--- src/rtl/trace_mem_arbiter_pkg.sv ---
// trace_mem_arbiter_pkg: shared owner/command types and default constants for the trace memory arbiter
// Ports: none (package). Imported by trace_mem_arbiter and arb_read_tag_pipe.
package trace_mem_arbiter_pkg;
    localparam int TRB_WIDTH            = 32;
    localparam int TRB_ADDR_WIDTH       = 10;
    localparam int TRB_ARB_STARVE_LIMIT = 4;
    typedef enum logic {
        OWNER_LOG = 1'b0,
        OWNER_SYS = 1'b1
    } arb_owner_t;
    typedef struct packed {
        logic                      en;
        logic                      we;
        logic [TRB_ADDR_WIDTH-1:0] addr;
        logic [TRB_WIDTH-1:0]      data;
    } mem_cmd_t;
endpackage

--- src/rtl/trace_mem_arbiter_tag_pipe.sv ---
// arb_read_tag_pipe: 2-stage {valid, owner} shift register routing read returns to their requester
// Ports: clk_i/rst_i (async active-high), rd_issue_i/rd_owner_i (read granted this cycle and by whom),
//        log_rvalid_o/sys_rvalid_o (read data on the memory bus belongs to that side this cycle).
module arb_read_tag_pipe
    import trace_mem_arbiter_pkg::*;
(
    input  logic       clk_i,
    input  logic       rst_i,
    input  logic       rd_issue_i,
    input  arb_owner_t rd_owner_i,
    output logic       log_rvalid_o,
    output logic       sys_rvalid_o
);
    logic [1:0] valid_q;
    arb_owner_t owner0_q, owner1_q;
    always_ff @(posedge clk_i or posedge rst_i) begin
        if (rst_i) begin
            valid_q  <= '0;
            owner0_q <= OWNER_LOG;
            owner1_q <= OWNER_LOG;
        end else begin
            valid_q  <= {valid_q[0], rd_issue_i};
            owner0_q <= rd_owner_i;
            owner1_q <= owner0_q;
        end
    end
    assign log_rvalid_o = valid_q[1] && owner1_q == OWNER_LOG;
    assign sys_rvalid_o = valid_q[1] && owner1_q == OWNER_SYS;
endmodule

--- src/rtl/trace_mem_arbiter.sv ---
// trace_mem_arbiter: shares the single-port trace BRAM between the TraceLogger and the system data interface
// Ports: CLK_I, RST_I (async active-high), MODE_I (0 trace / 1 stream),
//        LOG_*/SYS_* request side (REQ/WE/ADDR/DATA in, GNT/RVALID/DATA out),
//        MEM_* registered memory command, MEM_DATA_I read data (1 cycle latency), RW_TURN_O current turn.
// Optional: TRB_ARB_STATS_EN adds CONFLICT_CNT_O[15:0] and CONFLICT_CLR_I.
module trace_mem_arbiter
    import trace_mem_arbiter_pkg::*;
#(
    parameter int DATA_W       = TRB_WIDTH,
    parameter int ADDR_W       = TRB_ADDR_WIDTH,
    parameter int STARVE_LIMIT = TRB_ARB_STARVE_LIMIT
) (
    input  logic              CLK_I,
    input  logic              RST_I,
    input  logic              MODE_I,
    input  logic              LOG_REQ_I,
    input  logic              LOG_WE_I,
    input  logic [ADDR_W-1:0] LOG_ADDR_I,
    input  logic [DATA_W-1:0] LOG_DATA_I,
    output logic              LOG_GNT_O,
    output logic              LOG_RVALID_O,
    output logic [DATA_W-1:0] LOG_DATA_O,
    input  logic              SYS_REQ_I,
    input  logic              SYS_WE_I,
    input  logic [ADDR_W-1:0] SYS_ADDR_I,
    input  logic [DATA_W-1:0] SYS_DATA_I,
    output logic              SYS_GNT_O,
    output logic              SYS_RVALID_O,
    output logic [DATA_W-1:0] SYS_DATA_O,
    output logic              MEM_EN_O,
    output logic              MEM_WE_O,
    output logic [ADDR_W-1:0] MEM_ADDR_O,
    output logic [DATA_W-1:0] MEM_DATA_O,
    input  logic [DATA_W-1:0] MEM_DATA_I,
    output logic              RW_TURN_O
`ifdef TRB_ARB_STATS_EN
    ,
    output logic [15:0]       CONFLICT_CNT_O,
    input  logic              CONFLICT_CLR_I
`endif
);
    // mem_cmd_t is sized by the package widths, so DATA_W/ADDR_W must stay at TRB_WIDTH/TRB_ADDR_WIDTH
    mem_cmd_t   cmd_q, cmd_d;
    arb_owner_t turn_q, turn_d, gnt_owner;
    logic [3:0] starve_q, starve_d;
    logic       mode_q, log_gnt, sys_gnt, gnt, starved;
    assign starved = starve_q == 4'(STARVE_LIMIT);
    // Mode is registered so a change takes effect one cycle later; grants are gated by reset
    // so every grant drops the moment reset is asserted.
    assign sys_gnt = !RST_I && SYS_REQ_I && (mode_q ? turn_q == OWNER_SYS : (!LOG_REQ_I || starved));
    assign log_gnt = !RST_I && LOG_REQ_I && (mode_q ? turn_q == OWNER_LOG : !sys_gnt);
    assign gnt       = log_gnt || sys_gnt;
    assign gnt_owner = sys_gnt ? OWNER_SYS : OWNER_LOG;
    assign cmd_d = sys_gnt ? '{1'b1, SYS_WE_I, SYS_ADDR_I, SYS_DATA_I} :
                   log_gnt ? '{1'b1, LOG_WE_I, LOG_ADDR_I, LOG_DATA_I} :
                             '{1'b0, cmd_q.we, cmd_q.addr, cmd_q.data};
    // Stream entry restarts at logger, stream toggles every cycle, trace follows the last grant.
    assign turn_d = (MODE_I && !mode_q) ? OWNER_LOG :
                    MODE_I              ? (turn_q == OWNER_LOG ? OWNER_SYS : OWNER_LOG) :
                    gnt                 ? gnt_owner : turn_q;
    assign starve_d = (mode_q || !SYS_REQ_I || sys_gnt) ? '0 :
                      (log_gnt && !starved)             ? starve_q + 4'd1 : starve_q;
    always_ff @(posedge CLK_I or posedge RST_I) begin
        if (RST_I) begin
            mode_q   <= 1'b0;
            turn_q   <= OWNER_LOG;
            starve_q <= '0;
            cmd_q    <= '0;
        end else begin
            mode_q   <= MODE_I;
            turn_q   <= turn_d;
            starve_q <= starve_d;
            cmd_q    <= cmd_d;
        end
    end
    arb_read_tag_pipe u_tag_pipe (
        .clk_i        (CLK_I),
        .rst_i        (RST_I),
        .rd_issue_i   (gnt && !cmd_d.we),
        .rd_owner_i   (gnt_owner),
        .log_rvalid_o (LOG_RVALID_O),
        .sys_rvalid_o (SYS_RVALID_O)
    );
    assign LOG_GNT_O  = log_gnt;
    assign SYS_GNT_O  = sys_gnt;
    assign LOG_DATA_O = MEM_DATA_I;
    assign SYS_DATA_O = MEM_DATA_I;
    assign MEM_EN_O   = cmd_q.en;
    assign MEM_WE_O   = cmd_q.we;
    assign MEM_ADDR_O = cmd_q.addr;
    assign MEM_DATA_O = cmd_q.data;
    assign RW_TURN_O  = turn_q;
`ifdef TRB_ARB_STATS_EN
    logic [15:0] conflict_q, conflict_d;
    assign conflict_d = CONFLICT_CLR_I ? '0 :
                        (((LOG_REQ_I && !log_gnt) || (SYS_REQ_I && !sys_gnt)) && conflict_q != 16'hFFFF) ?
                        conflict_q + 16'd1 : conflict_q;
    always_ff @(posedge CLK_I or posedge RST_I) begin
        if (RST_I) conflict_q <= '0;
        else conflict_q <= conflict_d;
    end
    assign CONFLICT_CNT_O = conflict_q;
`endif
endmodule

--- config.mk ---
export PLATFORM = sky130hd
export DESIGN_NAME = trace_mem_arbiter
export DESIGN_NICKNAME = d
export VERILOG_FILES = /design/src/rtl/trace_mem_arbiter_pkg.sv /design/src/rtl/trace_mem_arbiter_tag_pipe.sv /design/src/rtl/trace_mem_arbiter.sv
export SDC_FILE = /design/constraint.sdc
export NUM_CORES = 1
export LEC_CHECK = 0
export BUFFER_PORTS_ARGS = -buffer_cell sky130_fd_sc_hd__buf_4
export CORE_ASPECT_RATIO = 0.9
export CORE_MARGIN = 4
export CORE_UTILIZATION = 36
export CTS_CLUSTER_SIZE = 20
export DETAILED_ROUTE_END_ITERATION = 6
export PLACE_DENSITY = 0.75
export SYNTH_ARGS = -nofsm -noshare
export SYNTH_HDL_FRONTEND = slang
export SYNTH_HIERARCHICAL = 1
export SYNTH_SLANG_ARGS = --single-unit
--- constraint.sdc ---
create_clock -name CLK_I -period 2.4 [get_ports CLK_I]
set_input_delay 0.36 -clock CLK_I [delete_from_list [all_inputs] [get_ports CLK_I]]
set_output_delay 0.36 -clock CLK_I [all_outputs]
set_load 0.03 [all_outputs]
Word-level counts from Yosys, hierarchy flattened
Cells that the tools add are included.
W data, S select, Z words.
Storage, ports and cells
  register bits: 54
  bits of input ports: 123
  output and inout port bits: 113
  logic and storage cells: 48
Operators by class
  add/subtract/negate cells: 1
  equality and inequality tests: 1
  multiplexer cells: 11
  bitwise gates (word level): 2
  reductions and logical operators: 23
Operator list (number)
  $mux W44: 2
  $logic_and A1 B1 Y1: 9
  $mux W4: 2
  $logic_not A1 Y1: 7
  $mux W1: 7
  $add A4 B1 Y4 const B: 1
  $eq A4 B3 Y1 const B: 1
  $logic_or A1 B1 Y1: 4
  $reduce_bool A2 Y1: 2
  $reduce_bool A3 Y1: 1
  $not A1 Y1: 2

Longest topological paths before layout
  depth in word-level cells: 11
  gate-level depth with buffers: 8

By module
Netlist, hierarchy kept.
Modules (own cells, without submodules)
  trace_mem_arbiter: times used 1, cells an instance 295, area each 2902.8 µm²
  arb_read_tag_pipe: times used 1, cells an instance 7, area each 120.1 µm²

Worst setup path after synthesis
OpenSTA, ideal clock, no wires.
  path kind: input to output
  start: input port RST_I
  end: output port LOG_GNT_O
  arrival: 2541 ps
  path slack: -501 ps
  stages on the path: 5
  cell sequence: inv_1 > nand3_1 > buf_6 > buf_4 > a21oi_1
On the way
  longest elaborated chain between the ends: 6
RTL lines
  from (decl): line trace_mem_arbiter.sv:14  | input logic RST_I,
  $logic_not A1 Y1 (no source line) *
  $logic_and A1 B1 Y1 (2 in series): line trace_mem_arbiter.sv:50  | assign sys_gnt = !RST_I && SYS_REQ_I && (mode_q ? turn_q == OWNER_SYS : (!LOG_REQ_I || starved));
  $logic_not A1 Y1: line trace_mem_arbiter.sv:51  | assign log_gnt = !RST_I && LOG_REQ_I && (mode_q ? turn_q == OWNER_LOG : !sys_gnt);
  $mux W1: line trace_mem_arbiter.sv:51
  $logic_and A1 B1 Y1 *: line trace_mem_arbiter.sv:51
  to (decl): line trace_mem_arbiter.sv:20  | output logic LOG_GNT_O,
Every way passes the cells marked *; elsewhere a longest branch is shown, timed or not.

Worst setup path after layout
  start: input port RST_I
  end: output port SYS_GNT_O
On the way
  longest elaborated chain between the ends: 3
RTL lines
  $logic_not A1 Y1 (no source line)
  $logic_and A1 B1 Y1 (2 in series): line trace_mem_arbiter.sv:50
  to (decl): line trace_mem_arbiter.sv:27  | output logic SYS_GNT_O,
Every way passes these cells.

==> impl_results.md <==
* Share of cells above drive strength 1 at 43.39%
* Fmax at 442.1 MHz
* DP Area at 0.003669 mm^2
* Length of the first detailed-routing pass in iterations at 4
* Post-Layout Cell Count at 477
* Worst Setup Start Kind: primary input
* Final hold violations at 0
* Most used cell, CP: buf_4
* IO Count at 236
* I/O Buffers at about 140
* # H-tree levels at 2
* CTS resizes at 0
* Cell with the most instances after synthesis: buf_4
* P&R area growth vs syn at 24.92%
* Die footprint at between 0.009 and 0.01 mm^2
* Outcome: completed
* Netlist cell types at 28
* Antenna viol nets, final at 0
* Setup TNS Final at 0 ns
* Gr ovfl total at 0
* Synth Warn # at 6
* PD cells at 708.9 mW/mm^2
* Final WL at 6821 um
* Longest Clk Path Bufs at 2
* Fin util at a little under half
* Starting DRT DRC Count at 58
* Pwr Total at 2.677 mW
* Final #Nets at 502
* First-pass GRT wire length at roughly 11000 um
* Worst-margin pin slew at 0.4652 ns
* Inserted Clock Buffers at 5
* Via count at between 2k and 2.5k
* GR Util All Layers at 13.23%
* Antenna diode count at 0
* Synth top area share at 44.70%
* HPWL Detailed at 5432 um
* Clock sink count at 54
* Core footprint at roughly 0.008 mm^2
* Largest net degree at the start of global routing at 46
* Crit path cell chain: dlygate4sd3_1 -> buf_4 -> clkinvlp_4 -> o2111a_2 -> buf_4 -> buf_4
* Core Rows at 31
* Cells after Synth at 302
* CTS root buf: clkbuf_8
* Initial Util at 37.29%
* Clock transition at the registers of the reported paths at 0.10 ns
* Post-synth top flop: dfrtp_1
* Synth area leaders: dfrtp_1 45%, buf_4 16%, mux2i_1 14%
* Post-synth EDFFs at 0
* Crit path max fanout at 21
* Vias/cell at 4.700
* Worst path max stage delay at 0.54 ns
* CP Capture Type: output pin
* CTS tree: yes
* Yosys reg bits at 54
* Min-Delay Path Class: in -> reg
* Slew Viols, Final at 0
* Post-synthesis cell area at slightly above 0.003 mm^2
* Vias in the first global route at approximately 2.3k
* Drt drc at 0
* Place WS at 0.4957 ns
* Per-cell routed wire length at 14.30 um
* Die span in x at 104.6 um
* Area leader, netlist: dfrtp_1
* Initial antenna violation count at 0
* Worst hold slack at 0.1879 ns
* Placed Instances at about 470
* Max Cap Violations at 0
* Clock Latency Late Sink at 0.31 ns
* WP data required at 2.04 ns
* Critical path class: in -> out
* VDD IR max at 0.3414 mV
* Fin Clk Skew at 0.01150 ns
* Seq/Total Area, Yosys at approximately 45%
* Fraction of registers with async set/reset at 100.0%
* Final setup vio count at 0
* Commonest cells in the netlist: 66 x buf_4, 54 x dfrtp_1, 45 x nand2_1, 43 x o21ai_0, 42 x mux2i_1
* Crit path DAT at 1.90 ns
* Die height at between 90 and 100 um
* Layout Cell Area excl Fill at 0.003776 mm^2
* Static leakage at around 1.9 nW
* Minimum clock period at 2.262 ns
* Syn_area_per_cell at 10.01 um^2
* Setup slack after layout at 0.1382 ns
* RSZ-0062 raised after global routing: false
* CP max-delay cell: dlygate4sd3_1
* Final period utilization at 94.24%
* GPL Wtd Cong at 0.7422
* Syn Nets at between 400 and 500
* Relative slew slack at about 69%
kinds of logic (layout without fill, tap and decap cells):
logic type | after synthesis | count (layout) | synth area share, %
adders and majority gates | 2 | 2 | 0.8277
DFF | 54 | 54 | 44.70
AOI/OAI and AO/OA | 57 | 57 | 10.60
buffers and inverters | 85 | 161 | 20.57
and+or+nand+nor | 61 | 61 | 9.023
muxes | 43 | 43 | 14.28
timing repair:
| action | CTS | global route |
|---|---|---|
| hold buffers | 1 | 0 |
| endpoints found under the hold margin | 5 | 0 |
| setup buffers | 0 | 0 |
| endpoints found under the setup margin | 0 | 0 |
per-layer routing:
layer	GRT usage, %	share of wire, %
met5	0	0
met4	3.169	0.70
met3	4.306	7.1
met2	22.58	51
met1	16.42	41
report_power, final:
part	total (mW)	leakage (nW)	internal, mW	switching [mW]
registers	1.16	0.665	1.07	0.0959
clock network	0.540	0.0506	0.219	0.321
logic	0.973	1.16	0.412	0.561
total	2.68	1.87	1.70	0.978
critical path: cells and delay by family:
| kind | cells | cell delay, ns |
|---|---|---|
| compound gates | 1 | 0.28 |
| buf+inv | 5 | 1.25 |
final cells by class:
type	instances	area [um^2]
fillers	777	4330
multi-input cells	163	1067
flip-flops and latches	54	1351
clock buffers	5	68.82
clock inverters	3	28.78
repair buffers	148	1114
well taps	99	123.9
inverters	5	22.52
placed cells by master (no fill, tap or decap):
| cell type | n |
|---|---|
| buf_4 | 147 |
| dfrtp_1 | 54 |
| nand2_1 | 45 |
| o21ai_0 | 43 |
| mux2i_1 | 42 |
| clkbuf_8 | 5 |
| nand2b_1 | 4 |
| inv_1 | 4 |
| a21oi_1 | 4 |
| o211ai_1 | 3 |
| nand3_1 | 3 |
| nand3b_1 | 2 |
| ha_1 | 2 |
| and3b_1 | 1 |
| clkinvlp_4 | 1 |
| o2111a_2 | 1 |
| nand3_2 | 1 |
| and3_1 | 1 |
| nand4_1 | 1 |
| a21o_1 | 1 |
| a31oi_1 | 1 |
| a21oi_4 | 1 |
| mux2_2 | 1 |
| o21a_1 | 1 |
| o31ai_2 | 1 |
| or3_1 | 1 |
| a211oi_2 | 1 |
| clkinv_4 | 1 |
| inv_8 | 1 |
| inv_6 | 1 |
| dlygate4sd3_1 | 1 |
| and2b_2 | 1 |
| and2_2 | 1 |
worst paths after layout:
kind                            slack [ns]  depth (start not counted)                               to                           from
max in group asynchronous             1.20                          4        MEM_DATA_O[9]$_DFFE_PP0P_                          RST_I
worst max-delay path                  0.14                          6                        SYS_GNT_O                          RST_I
worst min-delay path                  0.19                          1                 mode_q$_DFF_PP0_                         MODE_I
min in group asynchronous             0.52                          3  u_tag_pipe/valid_q[1]$_DFF_PP0_                          RST_I
worst max register to register        0.52                          7               MEM_WE_O$_DFF_PP0_        starve_q[0]$_DFFE_PP0P_
worst min register to register        0.36                          0    u_tag_pipe/owner1_q$_DFF_PP0_  u_tag_pipe/owner0_q$_DFF_PP0_
state kept, by name, indices dropped and copies added, names as in the netlist, 2 cells and up:
signal              flops
MEM_DATA_O             32
starve_q                4
MEM_ADDR_O             10
u_tag_pipe/valid_q      2
Power figures use the tool's default switching activity.
